## config.mk

```make
export PLATFORM = sky130hd
export DESIGN_NAME = pixel_scan_sequencer
export DESIGN_NICKNAME = d
export VERILOG_FILES = /design/src/rtl/pixel_scan_sequencer.sv
export SDC_FILE = /design/constraint.sdc
export NUM_CORES = 1
export LEC_CHECK = 0
export CORE_MARGIN = 1.5
export CORE_UTILIZATION = 45
export CTS_CLUSTER_DIAMETER = 200
export DETAILED_ROUTE_END_ITERATION = 7
export GPL_TIMING_DRIVEN = 1
export PLACE_DENSITY = 0.72
export REMOVE_ABC_BUFFERS = 1
export SKIP_CTS_REPAIR_TIMING = 1
export SYNTH_ARGS = -nofsm -noshare
export SYNTH_HDL_FRONTEND = slang
export SYNTH_SLANG_ARGS = --single-unit
```

## constraint.sdc

```tcl
create_clock -name clk -period 3.5 [get_ports clk]
set_input_delay 0.7 -clock clk [delete_from_list [all_inputs] [get_ports clk]]
set_output_delay 0.7 -clock clk [all_outputs]
set_load 0.02 [all_outputs]
```

## src/rtl/pixel_scan_sequencer.sv

```systemverilog
// pixel_scan_sequencer
//
// Raster-order scan generator. Each beat carries LANES horizontally adjacent
// pixels; x_out is the leftmost one. Beats leave over a valid/ready stream.
// When LINE_GATE is set, each line waits for a resume pulse before the next
// line starts, unless a resume already arrived earlier in the line. Shape
// programming writes take priority over scanning. They are forwarded with one
// cycle of latency. When programming ends, the frame restarts from (0,0).
//
// Ports
//   clk         in   sole clock, rising edge
//   rst         in   synchronous active-high reset
//   resume      in   pulse that releases the next line
//   program_in  in   programming write strobe (priority over scanning)
//   shape_addr  in   [X_W]    programming address, forwarded on x_out
//   reg_addr    in   [Y_W]    programming register, forwarded on y_out
//   data_in     in   [DATA_W] programming data, forwarded on data_out
//   out_ready   in   downstream accepts the scan beat
//   out_valid   out  scan beat present on x_out/y_out
//   program_out out  registered program_in
//   x_out       out  [X_W]    beat x, or shape_addr while programming
//   y_out       out  [Y_W]    beat y, or reg_addr while programming
//   data_out    out  [DATA_W] data_in while programming, else 0
//   line_end    out  last beat of a line (qualified by out_valid)
//   frame_end   out  last beat of the last line (qualified by out_valid)
module pixel_scan_sequencer #(
  parameter int H_RES     = 1024,
  parameter int V_RES     = 768,
  parameter int X_W       = 11,
  parameter int Y_W       = 12,
  parameter int DATA_W    = 12,
  parameter int LANES     = 1,
  parameter int LINE_GATE = 1
) (
  input  logic              clk,
  input  logic              rst,
  input  logic              resume,
  input  logic              program_in,
  input  logic [X_W-1:0]    shape_addr,
  input  logic [Y_W-1:0]    reg_addr,
  input  logic [DATA_W-1:0] data_in,
  input  logic              out_ready,
  output logic              out_valid,
  output logic              program_out,
  output logic [X_W-1:0]    x_out,
  output logic [Y_W-1:0]    y_out,
  output logic [DATA_W-1:0] data_out,
  output logic              line_end,
  output logic              frame_end
);

  localparam logic [X_W-1:0] X_LAST = X_W'(H_RES - LANES);
  localparam logic [X_W-1:0] X_STEP = X_W'(LANES);
  localparam logic [Y_W-1:0] Y_LAST = Y_W'(V_RES - 1);
  localparam logic [Y_W-1:0] Y_ONE  = Y_W'(1);
  localparam logic           GATED  = (LINE_GATE != 0);
  // Flags for beat (0,0). They only matter for degenerate 1-beat lines or frames.
  localparam logic           ORIGIN_LE = (X_LAST == '0);
  localparam logic           ORIGIN_FE = ORIGIN_LE && (Y_LAST == '0);

  typedef enum logic [1:0] {SCAN, LINE_WAIT, PROG} state_t;

  state_t         state;
  logic [X_W-1:0] x_cnt;
  logic [Y_W-1:0] y_cnt;
  logic           resume_pend;

  // x_cnt/y_cnt always name the beat that is (or will next be) on the output.
  // The adv_* signals give the beat that follows it in raster order.
  logic           at_line_end;
  logic           at_last_line;
  logic [X_W-1:0] adv_x;
  logic [Y_W-1:0] adv_y;
  logic           adv_le;
  logic           adv_fe;
  logic           accept;
  logic           release_line;

  always_comb begin
    at_line_end  = (x_cnt == X_LAST);
    at_last_line = (y_cnt == Y_LAST);
    adv_x        = at_line_end ? '0 : x_cnt + X_STEP;
    adv_y        = y_cnt;
    if (at_line_end)
      adv_y = at_last_line ? '0 : y_cnt + Y_ONE;
    adv_le       = (adv_x == X_LAST);
    adv_fe       = adv_le && (adv_y == Y_LAST);
    accept       = out_valid && out_ready;
    release_line = !GATED || resume_pend || resume;
  end

  always_ff @(posedge clk) begin
    if (rst) begin
      state       <= SCAN;
      x_cnt       <= '0;
      y_cnt       <= '0;
      resume_pend <= 1'b0;
      out_valid   <= 1'b0;
      program_out <= 1'b0;
      x_out       <= '0;
      y_out       <= '0;
      data_out    <= '0;
      line_end    <= 1'b0;
      frame_end   <= 1'b0;
    end else if (program_in) begin
      // Writes win in every state. A pending beat and a pending resume are dropped.
      state       <= PROG;
      resume_pend <= 1'b0;
      out_valid   <= 1'b0;
      line_end    <= 1'b0;
      frame_end   <= 1'b0;
      program_out <= 1'b1;
      x_out       <= shape_addr;
      y_out       <= reg_addr;
      data_out    <= data_in;
    end else begin
      case (state)
        SCAN: begin
          if (!out_valid) begin
            // First cycle after reset: present the current counter beat.
            out_valid <= 1'b1;
            x_out     <= x_cnt;
            y_out     <= y_cnt;
            line_end  <= at_line_end;
            frame_end <= at_line_end && at_last_line;
          end else if (out_ready) begin
            if (at_line_end && !release_line) begin
              state     <= LINE_WAIT;
              out_valid <= 1'b0;
              line_end  <= 1'b0;
              frame_end <= 1'b0;
            end else begin
              // Advance and load the next beat on the same edge (no bubble).
              x_cnt     <= adv_x;
              y_cnt     <= adv_y;
              x_out     <= adv_x;
              y_out     <= adv_y;
              line_end  <= adv_le;
              frame_end <= adv_fe;
            end
          end
          // An accepted line end consumes any pending resume. A resume at
          // any other point in SCAN is remembered for the coming line end.
          if (accept && at_line_end)
            resume_pend <= 1'b0;
          else if (resume && GATED)
            resume_pend <= 1'b1;
        end

        LINE_WAIT: begin
          // Counters still hold the last beat of the line, so adv_* is the
          // first beat of the next line.
          if (resume) begin
            state     <= SCAN;
            x_cnt     <= adv_x;
            y_cnt     <= adv_y;
            x_out     <= adv_x;
            y_out     <= adv_y;
            line_end  <= adv_le;
            frame_end <= adv_fe;
            out_valid <= 1'b1;
          end
        end

        PROG: begin
          // Programming is over. Redraw the frame from the origin.
          state       <= SCAN;
          program_out <= 1'b0;
          data_out    <= '0;
          x_cnt       <= '0;
          y_cnt       <= '0;
          x_out       <= '0;
          y_out       <= '0;
          line_end    <= ORIGIN_LE;
          frame_end   <= ORIGIN_FE;
          out_valid   <= 1'b1;
        end

        default: state <= SCAN;
      endcase
    end
  end

endmodule
```

Word-level counts from Yosys, hierarchy flattened. Index checks and enable logic that the tools add are counted. W data, S select, Z words.

Register bits after elaboration: 65. Input port bits: 40. Output and inout port bits: 39. Word-level logic and storage cells: 98.

$add $sub $neg: 2. Equality and inequality tests: 18. Multiplexer cells: 45. Bitwise gates (word level): 1. Reduce and logical (&&, ||, !) cells: 20.

Operators by type and width (count): $mux W12 (10); $mux W11 (7); $pmux W12 S3 (2); $pmux W11 S3 (2); $eq A12 B10 Y1 const B (2); $eq A11 B10 Y1 const B (2); $mux W1 (15); $ne A3 B3 Y1 const B (5); $add A12 B1 Y12 const B (1); $reduce_and A4 Y1 (3); $add A11 B1 Y11 const B (1); $mux W2 (5); $ne A2 B2 Y1 const B (5); $pmux W1 S3 (3); $ne A4 B4 Y1 const B (2); $reduce_and A6 Y1 (1); $logic_and A1 B1 Y1 (5); $pmux W2 S2 (1); $reduce_and A2 Y1 (2); $reduce_bool A2 Y1 (2); $reduce_bool A4 Y1 (1); $reduce_and A3 Y1 (1); $reduce_bool A3 Y1 (1); $eq A2 B1 Y1 const B (1); 6 further kinds (6).

Logic depth before layout (Yosys ltp).
Depth in word-level cells: 9. Mapped depth: 9. Mapped depth without buffers: 8.

Worst setup path after synthesis. No wires, ideal clock.

Kind: reg-to-reg. Start point: register x_cnt[1]. End point: register y_out[11]. Setup time: 0.131 ns. Arrival time: 2.065 ns. Required time: 3.369 ns. Slack: 1.304 ns. Cell stages (with the launch flop): 9. Path buffers: 1. Clock period less this slack: 2.196 ns. Cells stage by stage: dfxtp_1 ha_1 nand4_1 or4_4 buf_6 nor3_1 xor2_1 a221oi_1 nor3_1.

Longest elaborated chain between the ends: 7. Elaborated cells on any way between the ends: 11. Those cells by class: eq/ne: 2; mux: 7; reduce/logical: 2.

Ends and longest elaborated chain: start: declaration (line 64) `logic [X_W-1:0] x_cnt;`; start signal: assignment (line 134) `x_cnt <= adv_x;`; start signal: assignment (line 155) `x_cnt <= adv_x;`; $eq A11 B10 Y1 (*) (line 80) `at_line_end = (x_cnt == X_LAST);`; $mux W12 (line 84) `if (at_line_end)`; $mux W12 (line 127) `if (at_line_end && !release_line) begin`; $mux W12 (line 126) `end else if (out_ready) begin`; $mux W12 (line 119) `if (!out_valid) begin`; $pmux W12 S3 (line 117) `case (state)`; $mux W12 (line 105) `end else if (program_in) begin`; end signal: assignment (line 114) `y_out <= reg_addr;`; end signal: assignment (line 123) `y_out <= y_cnt;`; end signal: assignment (line 137) `y_out <= adv_y;`; end: declaration (line 46) `output logic [Y_W-1:0] y_out,`.

Every way passes the cells marked *; elsewhere a longest branch is shown, timed or not. The select of a mux whose other input is x is not followed. A chain may end at the register's enable or synchronous reset.

Final worst setup path.
Start point: register x_cnt[0]. End point: register x_cnt[7].

Longest elaborated chain between the ends: 6. Elaborated cells on any way between the ends: 11. Those cells by class: add/sub: 1; eq/ne: 2; mux: 6; reduce/logical: 2.

Ends and longest elaborated chain: $add A11 B1 Y11 or $eq A11 B10 Y1 (tied branches) (line 82, 80); $mux W11 (line 82) `adv_x = at_line_end ? '0 : x_cnt + X_STEP;`; $mux W11 (line 127); $mux W11 (line 126); $mux W11 (line 119); $pmux W11 S3 (line 117).

Several ways; a longest one is shown, not always the timed one. The select of a mux whose other input is x is not followed.

==> flow_summary.ini <==
[setup_path]
critPathTopFamily = compound AO/OA/AOI/OAI gates
end_kind = register
critPathBufInv = 2
start_kind = register
critPathRequiredTime_ps = 3730
crit_slowest_cell = a21oi_1
critPathKind = register to register
startpoint = x_cnt[0]$_SDFFE_PP0P_
crit_path_max_fanout = 22
r2r-start = x_cnt[0]$_SDFFE_PP0P_
path_cells = ha_1 > and4b_1 > nand4_1 > a21oi_1 > buf_4 > buf_4 > nor3_1 > a21oi_1 > nor2_1
critical_path.max_stage_delay_ps = 510
arrival_ps = 2930

[die]
core_um2 = 8260
die_h_um = 95.7
fp.dieW_um = 95.7
row_count = 33
start_util_pct = 46.8
ioPinCount = 79
dieArea_um2 = 9160

[placed_design]
dp_cells = 667
post_dp_cell_area_um2 = 4690
gp_congestion = 0.908
dp_hpwl_um = 8300
io_buffers = 78

[detailed_routing]
dr_total_vias = 4117
drc = 0
drt_iter0_drc = 484
vias_per_cell = 6.03
wirelength_um = 11900
dr.pass1.iters = 7
wl_per_cell_um = 17.5
detail-route-antenna-nets = 0

[cts]
clock_latency_ps = 350
clk_path_buf_depth = 2
cts_made_buffers = 9
clk_pin_slew_ps = 80
cts_htree_levels = 3
cts.sinks = 65
cts_root_buf = clkbuf_8
cts_tree = yes

[synthesis]
synth_top_area_cell = dfxtp_1
synth.area.top_cells = dfxtp_1 (34%), a21oi_1 (8.0%), nor2_1 (6.4%)
synth_edf_count = 0
synthCells = 513
syn_avg_cell_area_um2 = 7.54
synth_flop_cell = dfxtp_1
seq_area_frac_synth_pct = 33.6
ys_top_cells_by_count = nor2_1 (66), dfxtp_1 (65), a21oi_1 (62)
synthArstFlopShare_pct = 0
ys_types = 66
yosys.cell_count.top_type = nor2_1
synth_seq_cells = 65
synth_top_area_share_pct = 33.6
synthesis.area_um2 = 3870
ys_warn_count = 0

[sta]
rsz0062_at_grt = false
timing.hold.ws_ps = 449
worst-slew-pin-transition_ps = 720
finalHoldViolations = 0
period_share_pct = 77.3
clock_skew_ps = 7.43
fin_crit_ps = 2710
setup_viol = 0
setup_tns_ps = 0
slew_viol_final = 0
fmax_mhz = 370
relSlewSlack_pct = 51.8

[global_routing]
grt_pass1_wl_um = 18900
grt_antenna_before_repair = 0
grt_pass1_vias = 3758
overflow = 0
grt_max_degree = 29
grtUsageTotal_pct = 26.8

[finish]
area_delta_synth_final_pct = 27.4
diodes = 0
fin_nets = 620
final_cells = 683
nFillCells = 781
fin_util_pct = 59.7
layout-drive-gt1-share_pct = 8.30
final_area_um2 = 4930

[run]
drv_cap = 0

[min_path]
worstHoldStart = x_out[0]$_SDFFE_PP0P_
hp-class = register to register

[power_and_ir_drop]
vdd_drop_max_v = 0.000196
power_density_nw_per_um2 = 379
p_leak_nw = 1.76

[status]
status = finished, final reports clean
-- worst register-to-register path, stage by stage, from the launching register on --
cell	delay [ps]
dfxtp_1	450
ha_1	330
and4b_1	360
nand4_1	150
a21oi_1	510
buf_4	370
buf_4	190
nor3_1	50
a21oi_1	120
nor2_1	50
-- cell usage in the layout, fill, tap and decap left out, drive strengths merged, types with 4 or more instances in the layout --
master and instances:
clkdlybuf4s50 77, nor2 66, dfxtp 65, a21oi 62, nand2 34, o21ai 33, nand3 20, buf 19
nor3 16, and3 14, nand4 14, or3 11, clkbuf 11, a221oi 10, inv 9, xnor2 8
o211ai 7, nor4 7, a31oi 7, ha 7, nor2b 6, xor2 5, nand2b 4, and2 4
or4 4
-- layout make-up --
cell class                      instances  area [um^2]  share of cell area [%]
Clock buffer                           11          131                    2.67
Clock inverter                          5          104                    2.11
Inverter                                9         33.8                   0.686
Multi-Input combinational cell        392         2310                    47.0
Sequential cell                        65         1300                    26.4
Tap cell                              105          131                    2.67
Timing Repair Buffer                   96          911                    18.5
-- sequential cells by signal, indices dropped and copies added (netlist names) --
signal	cells
resume_pend	1
frame_end	1
data_out	12
y_cnt	12
x_cnt	11
state	2
x_out	11
out_valid	1
line_end	1
y_out	12
program_out	1
-- through the flow --
stage / setup slack [ps] / total power, mW
CTS: 834 / 1.87
floorplan: 557 / 0.936
finish: 794 / 1.87
detailed placement: 501 / 1.10
global placement: 487 / 1.10
global route: 617 / 1.94
-- power by group --
group / internal, mW / switching [mW] / leakage [nW]
registers: 0.768 / 0.0167 / 0.532
clock network: 0.474 / 0.303 / 0.118
logic: 0.137 / 0.168 / 1.11
-- logic make-up after synthesis --
logic type | Yosys count | synth area share (%)
and+or+nand+nor | 214 | 28.5
AOI/OAI and AO/OA | 154 | 25.1
DFF | 65 | 33.6
buffers and inverters | 56 | 6.53
xor gates and xnor gates | 13 | 2.94
adders and majority gates | 7 | 2.26
muxes | 4 | 1.07
-- worst paths after layout --
| kind | to | slack, ps | cells after the start |
|---|---|---|---|
| min | x_out[0]$_SDFFE_PP0P_ | 450 | 2 |
| min reg2reg | x_out[0]$_SDFFE_PP0P_ | 450 | 2 |
| max reg2reg | x_cnt[7]$_SDFFE_PP0P_ | 790 | 9 |
| max | x_cnt[7]$_SDFFE_PP0P_ | 790 | 9 |
-- per-layer routing --
metal | vias to the layer above | part of all wire, % | track usage, %
li1 | 1995 | - | -
met1 | 1898 | 45 | 36.5
met2 | 195 | 44 | 41.2
met3 | 29 | 8.2 | 5.37
met4 | 0 | 2.5 | 10.8
met5 | - | 0 | 0
No activity file was read; power rests on OpenSTA's default activity.
